**config.mk**
```make
export PLATFORM = sky130hd
export DESIGN_NAME = magia_stdio_line_arbiter_flat
export DESIGN_NICKNAME = d
export VERILOG_FILES = /design/src/rtl/magia_stdio_line_arbiter_if.sv /design/src/rtl/magia_stdio_line_arbiter.sv /design/src/flat_wrapper.sv
export SDC_FILE = /design/constraint.sdc
export NUM_CORES = 1
export LEC_CHECK = 0
export BUFFER_PORTS_ARGS = -buffer_cell sky130_fd_sc_hd__buf_4
export CAP_MARGIN = 25
export CORE_MARGIN = 8
export CORE_UTILIZATION = 45
export CTS_CLUSTER_DIAMETER = 50
export DETAILED_ROUTE_END_ITERATION = 16
export HOLD_SLACK_MARGIN = 0.1
export PLACE_DENSITY = 0.58
export SETUP_SLACK_MARGIN = 0.15
export SLEW_MARGIN = 30
export SYNTH_ARGS = -nofsm -noshare
export SYNTH_HDL_FRONTEND = slang
export SYNTH_SLANG_ARGS = --single-unit
export TNS_END_PERCENT = 1
```
**constraint.sdc**
```tcl
create_clock -name clk -period 4.17 [get_ports clk]
set_input_delay 0.2085 -clock clk [delete_from_list [all_inputs] [get_ports clk]]
set_output_delay 0.2085 -clock clk [all_outputs]
set_load 0.005 [all_outputs]
```
**src/rtl/magia_stdio_line_arbiter_if.sv**
```systemverilog
// Handshake bundle between the per-tile print peripherals, the line arbiter and the
// mesh-level stdio sink.
//   in_valid/in_data/in_ready : per-tile byte push (tile t owns in_data[8t+7:8t])
//   out_valid/out_data/out_tile/out_last/out_ready : single merged byte stream
//   pending/busy              : status (tile has a locked line / arbiter draining)
// Modport slave is the arbiter; modport master is the surrounding environment.
interface magia_stdio_line_arbiter_if #(
  parameter int unsigned N_TILES = 4
);
  localparam int unsigned ID_W = (N_TILES > 1) ? $clog2(N_TILES) : 1;

  logic [N_TILES-1:0]   in_valid;
  logic [N_TILES*8-1:0] in_data;
  logic [N_TILES-1:0]   in_ready;
  logic                 out_valid;
  logic [7:0]           out_data;
  logic [ID_W-1:0]      out_tile;
  logic                 out_last;
  logic                 out_ready;
  logic [N_TILES-1:0]   pending;
  logic                 busy;

  modport slave (
    input  in_valid, in_data, out_ready,
    output in_ready, out_valid, out_data, out_tile, out_last, pending, busy
  );

  modport master (
    output in_valid, in_data, out_ready,
    input  in_ready, out_valid, out_data, out_tile, out_last, pending, busy
  );
endinterface

```
**src/rtl/magia_stdio_line_arbiter.sv**
```systemverilog
// Shares one byte-wide stdio stream among N_TILES print requesters. Each tile fills a
// private line buffer; a line is locked on newline (8'h0A) or when the buffer fills,
// then locked lines are granted round-robin and drained atomically so output lines
// from different tiles never interleave.
// Ports:
//   clk   : clock
//   rst_n : asynchronous reset, active HIGH (legacy name kept from the codebase)
//   bus   : magia_stdio_line_arbiter_if.slave (byte inputs, merged output, status)
module magia_stdio_line_arbiter #(
  parameter int unsigned N_TILES  = 4,
  parameter int unsigned LINE_LEN = 16
) (
  input logic                       clk,
  input logic                       rst_n,
  magia_stdio_line_arbiter_if.slave bus
);

  localparam int unsigned ID_W  = (N_TILES > 1) ? $clog2(N_TILES) : 1;
  localparam int unsigned CNT_W = $clog2(LINE_LEN + 1);
  localparam int unsigned PTR_W = $clog2(LINE_LEN);

  typedef enum logic {StIdle, StDrain} state_e;

  logic [7:0]         line_buf_q [N_TILES][LINE_LEN];
  logic [CNT_W-1:0]   count_q    [N_TILES];
  logic [N_TILES-1:0] pending_q;
  logic [N_TILES-1:0] accept;

  state_e           state_q;
  logic [ID_W-1:0]  grant_q;
  logic [ID_W-1:0]  last_grant_q;
  logic [CNT_W-1:0] rd_ptr_q;
  logic [CNT_W-1:0] rd_nxt;
  logic             out_valid_q;
  logic [7:0]       out_data_q;
  logic             out_last_q;
  logic             busy_q;

  logic             pick_valid;
  logic [ID_W-1:0]  pick_id;
  logic [ID_W:0]    scan;
  logic             drain_done;

  // A locked tile stalls until its line has fully left the arbiter.
  assign accept     = bus.in_valid & ~pending_q;
  assign drain_done = (state_q == StDrain) && bus.out_ready && out_last_q;
  assign rd_nxt     = rd_ptr_q + 1'b1;

  assign bus.in_ready  = ~pending_q;
  assign bus.pending   = pending_q;
  assign bus.out_valid = out_valid_q;
  assign bus.out_data  = out_data_q;
  assign bus.out_tile  = grant_q;
  assign bus.out_last  = out_last_q;
  assign bus.busy      = busy_q;

  // Round-robin pick starting just after the last granted tile. Scanning from the far
  // end down lets the nearest pending tile overwrite the others.
  always_comb begin
    pick_valid = 1'b0;
    pick_id    = '0;
    scan       = '0;
    for (int i = N_TILES - 1; i >= 0; i--) begin
      scan = (ID_W + 1)'(last_grant_q) + (ID_W + 1)'(1) + (ID_W + 1)'(i);
      if (scan >= (ID_W + 1)'(N_TILES)) begin
        scan = scan - (ID_W + 1)'(N_TILES);
      end
      if (pending_q[scan[ID_W-1:0]]) begin
        pick_valid = 1'b1;
        pick_id    = scan[ID_W-1:0];
      end
    end
  end

  // Line storage carries no reset: only bytes below count are ever read.
  always_ff @(posedge clk) begin
    for (int t = 0; t < N_TILES; t++) begin
      if (accept[t]) begin
        line_buf_q[t][count_q[t][PTR_W-1:0]] <= bus.in_data[8*t +: 8];
      end
    end
  end

  // Per-tile fill level and line lock.
  always_ff @(posedge clk or posedge rst_n) begin
    if (rst_n) begin
      count_q   <= '{default: '0};
      pending_q <= '0;
    end else begin
      for (int t = 0; t < N_TILES; t++) begin
        if (drain_done && (grant_q == ID_W'(t))) begin
          count_q[t]   <= '0;
          pending_q[t] <= 1'b0;
        end else if (accept[t]) begin
          count_q[t] <= count_q[t] + 1'b1;
          if ((bus.in_data[8*t +: 8] == 8'h0A) || (count_q[t] == CNT_W'(LINE_LEN - 1))) begin
            pending_q[t] <= 1'b1;
          end
        end
      end
    end
  end

  // Grant/drain FSM. Output byte and last flag are preloaded one step ahead so they
  // come straight from flops and stay put while the sink stalls.
  always_ff @(posedge clk or posedge rst_n) begin
    if (rst_n) begin
      state_q      <= StIdle;
      grant_q      <= '0;
      last_grant_q <= ID_W'(N_TILES - 1);
      rd_ptr_q     <= '0;
      out_valid_q  <= 1'b0;
      out_data_q   <= '0;
      out_last_q   <= 1'b0;
      busy_q       <= 1'b0;
    end else begin
      unique case (state_q)
        StIdle: begin
          if (pick_valid) begin
            grant_q     <= pick_id;
            rd_ptr_q    <= '0;
            out_valid_q <= 1'b1;
            out_data_q  <= line_buf_q[pick_id][PTR_W'(0)];
            out_last_q  <= (count_q[pick_id] == CNT_W'(1));
            busy_q      <= 1'b1;
            state_q     <= StDrain;
          end
        end
        StDrain: begin
          if (bus.out_ready) begin
            if (out_last_q) begin
              out_valid_q  <= 1'b0;
              out_last_q   <= 1'b0;
              busy_q       <= 1'b0;
              last_grant_q <= grant_q;
              state_q      <= StIdle;
            end else begin
              rd_ptr_q   <= rd_nxt;
              out_data_q <= line_buf_q[grant_q][rd_nxt[PTR_W-1:0]];
              out_last_q <= ((rd_nxt + 1'b1) == count_q[grant_q]);
            end
          end
        end
        default: state_q <= StIdle;
      endcase
    end
  end

endmodule

```
**src/flat_wrapper.sv**
```systemverilog
// flat-port wrapper written by rule: the top's interface ports become plain ports
module magia_stdio_line_arbiter_flat 
#(
  parameter int unsigned N_TILES  = 4,
  parameter int unsigned LINE_LEN = 16
)
  (clk, rst_n, bus_in_valid, bus_in_data, bus_out_ready, bus_in_ready, bus_out_valid, bus_out_data, bus_out_tile, bus_out_last, bus_pending, bus_busy);
  magia_stdio_line_arbiter_if #(.N_TILES(N_TILES)) bus_i ();
  input logic clk;
  input logic rst_n;
  input wire logic [$bits(bus_i.in_valid)-1:0] bus_in_valid;
  input wire logic [$bits(bus_i.in_data)-1:0] bus_in_data;
  input wire logic [$bits(bus_i.out_ready)-1:0] bus_out_ready;
  output wire logic [$bits(bus_i.in_ready)-1:0] bus_in_ready;
  output wire logic [$bits(bus_i.out_valid)-1:0] bus_out_valid;
  output wire logic [$bits(bus_i.out_data)-1:0] bus_out_data;
  output wire logic [$bits(bus_i.out_tile)-1:0] bus_out_tile;
  output wire logic [$bits(bus_i.out_last)-1:0] bus_out_last;
  output wire logic [$bits(bus_i.pending)-1:0] bus_pending;
  output wire logic [$bits(bus_i.busy)-1:0] bus_busy;
  assign bus_i.in_valid = bus_in_valid;
  assign bus_i.in_data = bus_in_data;
  assign bus_i.out_ready = bus_out_ready;
  assign bus_in_ready = bus_i.in_ready;
  assign bus_out_valid = bus_i.out_valid;
  assign bus_out_data = bus_i.out_data;
  assign bus_out_tile = bus_i.out_tile;
  assign bus_out_last = bus_i.out_last;
  assign bus_pending = bus_i.pending;
  assign bus_busy = bus_i.busy;
  magia_stdio_line_arbiter #(.N_TILES(N_TILES), .LINE_LEN(LINE_LEN)) u_core (.clk(clk), .rst_n(rst_n), .bus(bus_i));
endmodule
```
# Word-level counts from Yosys, hierarchy flattened
# Memory sizes are Yosys's and may differ from the RTL's.
# Cells that the tools add are included.
# W data, S select, Z words.
[op_classes]
order_cmp = 19
n_reduce_logical = 32
n_eq_ne = 17
bitwise_logic = 10
muxes = 85
n_addsub = 14
[op_table]
columns = ["op", "n"]
rows = [
  ["$mux W128", 4],
  ["$demux W8 S4", 4],
  ["$mux W5", 15],
  ["$mux W8", 9],
  ["$mux W1", 33],
  ["$bmux W8 S4", 1],
  ["$eq A8 B4 Y1 const B", 4],
  ["$add A5 B1 Y5 const B", 6],
  ["$ge A5 B5 Y1 const B", 5],
  ["$not A4 Y5", 5],
  ["$bmux W5 S2", 2],
  ["$eq A5 B4 Y1 const B", 4],
  ["$lt A5 B1 Y1 const B", 4],
  ["$ge A3 B3 Y1 const B", 6],
  ["$mux W2", 8],
  ["$pmux W8 S2", 1],
  ["$reduce_bool A2 Y1", 8],
  ["$lt A2 B3 Y1 const B", 4],
  ["$reduce_and A2 Y1", 6],
  ["$logic_and A1 B1 Y1", 10],
  ["$pmux W5 S2", 1],
  ["$reduce_and A3 Y1", 3],
  ["$bmux W1 S2", 4],
  ["$sub A2 B1 Y2 const B", 4],
  ["other kinds (16)", 26],
]
[word_totals]
ff_bits = 44
mem_count = 1
mem_bits_rw = 512
output_inout_bits = 21
[memory_table]
columns = ["memory", "depth", "width", "rd", "rd_clocked_by_memory_dff", "write_ports", "line_no", "rtl"]
rows = [
  ["u_core.line_buf_q", 4, 128, 2, 0, 4, "magia_stdio_line_arbiter.sv:24", "logic [7:0] line_buf_q [N_TILES][LINE_LEN];"],
]

# Longest topological paths before layout
[depth]
word_depth = 17
ltp_mapped = 11
mapped_depth_nobuf = 7

# Worst setup path after synthesis
# No wires, ideal clock.
[synth_timing]
path_type = "register to register"
startpoint = "register u_core.rd_ptr_q[0]"
endpoint = "register u_core.out_data_q[1], in the netlist u_core.bus.out_data[1]"
arrival_time_ns = 2.826
path_buffers = 5
t_required_ns = 4.049
period_less_slack_ns = 2.946
setup_ns = 0.121
stages_incl_launch_ff = 12
setup_slack_ns = 1.224
path_cell_list = "dfrtp_1 > buf_2 > clkinv_1 > buf_1 > ha_1 > clkbuf_1 > clkbuf_1 > clkbuf_1 > a21oi_1 > a311oi_1 > o22ai_1 > a22o_1"
[synth_via]
elab_chain_cells = 8
[synth_rtl]
columns = ["item", "line_no", "rtl"]
rows = [
  ["from (decl)", "magia_stdio_line_arbiter.sv:32", "logic [CNT_W-1:0] rd_ptr_q;"],
  ["from (signal assigned)", "magia_stdio_line_arbiter.sv:138", "rd_ptr_q <= rd_nxt;"],
  ["$add A5 B1 Y5", "magia_stdio_line_arbiter.sv:47", "assign rd_nxt = rd_ptr_q + 1'b1;"],
  ["$not A4 Y5 (implied by the code)", "magia_stdio_line_arbiter.sv:139", "out_data_q <= line_buf_q[grant_q][rd_nxt[PTR_W-1:0]];"],
  ["$bmux W8 S4", "magia_stdio_line_arbiter.sv:139", ""],
  ["$mux W8 (implied by the code) (2 in series)", "magia_stdio_line_arbiter.sv:139", ""],
  ["$mux W8", "magia_stdio_line_arbiter.sv:131", "if (out_last_q) begin"],
  ["$mux W8", "magia_stdio_line_arbiter.sv:130", "if (bus.out_ready) begin"],
  ["$pmux W8 S2", "magia_stdio_line_arbiter.sv:117", "unique case (state_q)"],
  ["to (signal assigned)", "magia_stdio_line_arbiter.sv:123", "out_data_q <= line_buf_q[pick_id][PTR_W'(0)];"],
  ["to (signal assigned)", "magia_stdio_line_arbiter.sv:139", ""],
  ["to (decl)", "magia_stdio_line_arbiter.sv:35", "logic [7:0] out_data_q;"],
]
# Every way passes these cells. The select of a mux whose other input is x is not followed.
# A chain may end at the register's enable or synchronous reset.

# Worst setup path after layout
[layout_timing]
startpoint = "register u_core.grant_q[0], in the netlist u_core.bus.out_tile[0]"
endpoint = "register u_core.out_data_q[6], in the netlist u_core.bus.out_data[6]"
[layout_via]
elab_chain_cells = 7
[layout_rtl]
columns = ["item", "line_no", "rtl"]
rows = [
  ["from (decl)", "magia_stdio_line_arbiter.sv:30", "logic [ID_W-1:0] grant_q;"],
  ["from (signal assigned)", "magia_stdio_line_arbiter.sv:120", "grant_q <= pick_id;"],
  ["$mem_v2 Z4 W128", "n/a", ""],
  ["$bmux W8 S4", "magia_stdio_line_arbiter.sv:139", ""],
  ["$mux W8 (implied by the code) (2 in series)", "magia_stdio_line_arbiter.sv:139", ""],
  ["$mux W8", "magia_stdio_line_arbiter.sv:131", ""],
  ["$mux W8", "magia_stdio_line_arbiter.sv:130", ""],
  ["$pmux W8 S2", "magia_stdio_line_arbiter.sv:117", ""],
]
# Every way passes these cells. The select of a mux whose other input is x is not followed.

==> reports/summary.md <==
After synthesis the cells add up to 23,200 sq um. The count of yosys warnings during synthesis is 0, and the number of max-slew violations in the final report is 0. The detailed router finished its first iteration with 2,081 violations. Maximum fanout count along the critical path: 31.

The fraction of layout cells with a size suffix above 1 came out at 0.210. By instance count, the leading cell after synthesis is sky130_fd_sc_hd__edfxtp_1. The tools report the post-placement worst setup slack as 1.01 ns. The worst hold path belongs to the class in -> async. The count of buffers added on input and output ports is 59. In the synthesized netlist the dominant register cell turns out to be sky130_fd_sc_hd__edfxtp_1. The largest net degree at the start of global routing is 55, and the average footprint of a synthesized cell is 17.5 sq um. No sink is reached through more buffers than the 3 on the longest clock path. The DRC violation count after routing was 0; the area fraction in and, or, nand and nor cells after synthesis was 0.0571. The sequential cell fraction of total power was 0.378.

Hold timing on the final database bottoms out at a slack of 0.270 ns. The flow ran to the end, and the final reports show no timing, DRC or antenna violations. The share of the cycle needed by the critical path after routing works out to 0.771. From bottom edge to top edge, the die measures 243 um.

Across the run, the number of max-cap violations was 0. VDD sags by at most 0.000350 V. The ratio of routed vias to standard cells was 6.20; the combined global-route utilization of all metal layers was 0.244. Sorting the synthesized cells by area gives the leading types as sky130_fd_sc_hd__edfxtp_1 66%, sky130_fd_sc_hd__mux4_2 8.1%, sky130_fd_sc_hd__dfrtp_1 4.5%.

Cell accounting for the most synthesized area: sky130_fd_sc_hd__edfxtp_1. Category of the critical setup timing path: reg -> reg. In this run, distinct cell masters in the synthesized netlist total 63. Setup repair after global routing left no endpoint under its margin.

The tools report the number of buffers added by the clock tree synthesis step as 66. The tools report the cell-internal power as 12.2 mW. The largest single stage delay on the critical path is 0.96 ns.

The tools report the net count after synthesis as 1,392. The area share of the leading cell type in the synthesized netlist was 0.662. The run gives 83 as the row count.

Routability-driven placement finished with a final weighted congestion of 0.978. The CTS clock-pin slew for the worst setup and hold paths was 0.06 ns; the H-tree depth reported by CTS was 3. The share of flip-flops with an asynchronous set or reset was 0.0791. The run gives 0.300 as the clock share of power. The count of state elements after synthesis was 556; the power per cell area was 695 nW/um^2. The via count of the first global-routing pass is 13,500, and the final critical-path required period is 3.22 ns.

Synthesized-area fraction occupied by ao, oa, aoi and oai cells: 0.0422. The total iterations of the first detailed-routing run was 6. The die covers 59,200 sq um.

The share of total power consumed by net switching is 0.349. The peak clock frequency supported by timing is 0.311 GHz, and the hold buffer count at cts is 38. For this block, the routed nets add up to 73,000 um of wire. The worst setup path is launched from a flip-flop. Proportion of power drawn by combinational gates: 0.322. Dividing the detail-routed wire length by the instance count gives 33.2 um. The initial antenna violation count was 6. The logs give 0 ns for the sum of negative setup slack and 46,700 um for the sum of net half-perimeters after detailed placement. In the synthesized netlist, the cells that appear most often are 512 x sky130_fd_sc_hd__edfxtp_1, 105 x sky130_fd_sc_hd__nor2_1, 95 x sky130_fd_sc_hd__mux2i_1. Critical-path cell with the highest stage delay: sky130_fd_sc_hd__clkinv_1.

Counting flops with a built-in enable in the synthesized netlist gives 512. Post-CTS repair changed the size of 0 cells. The worst max-slew margin expressed relative to the limit was 0.325. TritonCTS built the clock tree. For the pin with the worst max-slew slack, the measured transition is 1.01 ns. The power dissipated by switching net loads was 6.56 mW.

At the end of the flow, the number of nets in the layout was 1,528. The area share of fa/ha/maj cells after synthesis was 0.0118. Walking the worst path, the cells encountered are clkinv_1, buf_4, nand2_1, nand2_1, a221oi_1, o22ai_1, a22o_1. Setup violations remaining at the end of the flow were counted as 0. The via count of the routed design is 13,600, and the overall die width is 243 um. Post-synthesis share of cell area spent on xor and xnor gates: 0.00905. The cell repeated most along the worst path is sky130_fd_sc_hd__nand2_1. For the worst setup path, the data arrival time is 3.70 ns. The fraction of the yosys area taken by sequential cells was 0.709; the wire length of the first global-routing pass was 103,000 um. The clock reaches the later pin of the worst-skew pair after 0.61 ns. The number of endpoints with negative hold slack in the final report is 0, and the synthesized netlist cell count is 1,331.

STA classifies the critical path endpoint as a flip-flop. The core footprint came out at 51,200 sq um. The mux share of post-synthesis cell area is 0.148. Setup slack on the critical path of the routed design comes to 0.953 ns.

The starting density of the core is 0.454. Relative to the synthesized area, the layout overhead comes to 16.4%. After synthesis, the largest family of logic cells by area is multiplexers. Clock skew on the completed layout was measured at 0.0278 ns. CTS saw 556 sinks. The tools report the root buffer selected by CTS as sky130_fd_sc_hd__clkbuf_16. In this run the post-CTS setup repair buffer count came out at 0. For the worst setup path, the data required time is 4.65 ns. The run gives 60 as the total I/O pin count.

The leakage power summed over all cells came out at 9.28 nW. Summed over all layers, the global routing overflow is 0. The detail route stage leaves a number of antenna-violating nets equal to 0.
## state kept, by name, indices dropped and copies added (netlist names)
name,count
u_core.bus.pending,4
u_core.bus.out_last,1
u_core.bus.out_valid,1
u_core.last_grant_q,2
u_core.rd_ptr_q,5
u_core.bus.out_tile,2
u_core.line_buf_q,512
u_core.count_q,20
u_core.bus.out_data,8
u_core.state_q,1
## final cells by class
cell class	instances	area (sq um)
flip-flops and latches	556	16500
fillers	4065	24200
multi-input cells	680	6290
well taps	680	851
clock buffers	75	1700
inverters	21	81.3
repair buffers	142	1210
clock inverters	47	420
diodes	1	2.50
## metal layers
layer | share of wire | vias up | track usage
met2 | 0.44 | 785 | 0.362
met3 | 0.098 | 126 | 0.0542
met1 | 0.42 | 7156 | 0.350
li1 | - | 5581 | -
met4 | 0.038 | 0 | 0.0927
met5 | 0 | - | 0
## per-stage QoR
step / power [mW] / std cells / utilization / area [sq um]
after floorplan: 10.9 / 1331 / - / 23200
after global placement: 13.0 / 2039 / 0.478 / 24500
after detailed placement: 13.1 / 2040 / 0.479 / 24500
after CTS: 18.7 / 2200 / 0.527 / 27000
after global routing: 19.4 / 2201 / 0.528 / 27000
final: 18.8 / 2202 / 0.528 / 27000
## cell families (layout without fill, tap and decap cells)
kind of cell	count (synthesis)	count (layout)
xor+xnor	24	24
other cells	0	1
compound gates	136	136
simple gates	293	293
mux	205	205
flops	556	556
buf+inv	95	285
fa+ha+maj	22	22
## power by group through the flow
stage / sequential (mW) / combinational (mW) / clock [mW]
after detailed placement: 7.28 / 5.83 / 0
after global placement: 7.27 / 5.77 / 0
after global routing: 7.13 / 6.39 / 5.90
after floorplan: 6.73 / 4.18 / 0
final: 7.10 / 6.05 / 5.64
after CTS: 7.16 / 5.88 / 5.70
## worst paths after layout
path / cells after the start / slack [ns] / endpoint / start
max: 7 / 0.95 / u_core.bus.out_data[6] / u_core.bus.out_tile[0]
min: 3 / 0.27 / u_core.count_q[7] / rst_n
max reg2reg: 7 / 0.95 / u_core.bus.out_data[6] / u_core.bus.out_tile[0]
min reg2reg: 2 / 0.51 / u_core.last_grant_q[0] / u_core.last_grant_q[0]
max in group asynchronous: 3 / 3.40 / u_core.bus.out_tile[1] / rst_n
min in group clk: 4 / 0.45 / u_core.bus.pending[3] / bus_in_valid[3]
## worst max-delay path: cells and delay by family (launching register included)
kind / cells / cell delay, ns
buffers and inverters: 2 / 1.42
DFF: 1 / 0.82
AOI/OAI and AO/OA: 3 / 0.64
and+or+nand+nor: 2 / 0.21
## layout by cell type, fill, tap and decap left out, drive strengths merged, types with 6 or more instances in the layout
master	netlist	layout
edfxtp	512	512
nor2	106	106
mux4	105	105
buf	51	104
mux2i	95	95
nand2	91	91
clkbuf	23	75
dfrtp	42	42
dlygate4sd3	0	38
inv	20	33
clkinv	1	28
a22oi	23	23
ha	22	22
nor3	22	22
o21ai	22	22
a21oi	21	21
nand3	19	19
nand2b	16	16
xor2	13	13
xnor2	11	11
a31oi	9	9
a221oi	9	9
nor2b	8	8
a22o	8	8
o22ai	7	7
nand4	6	6
(Power assumes the default switching activity.)
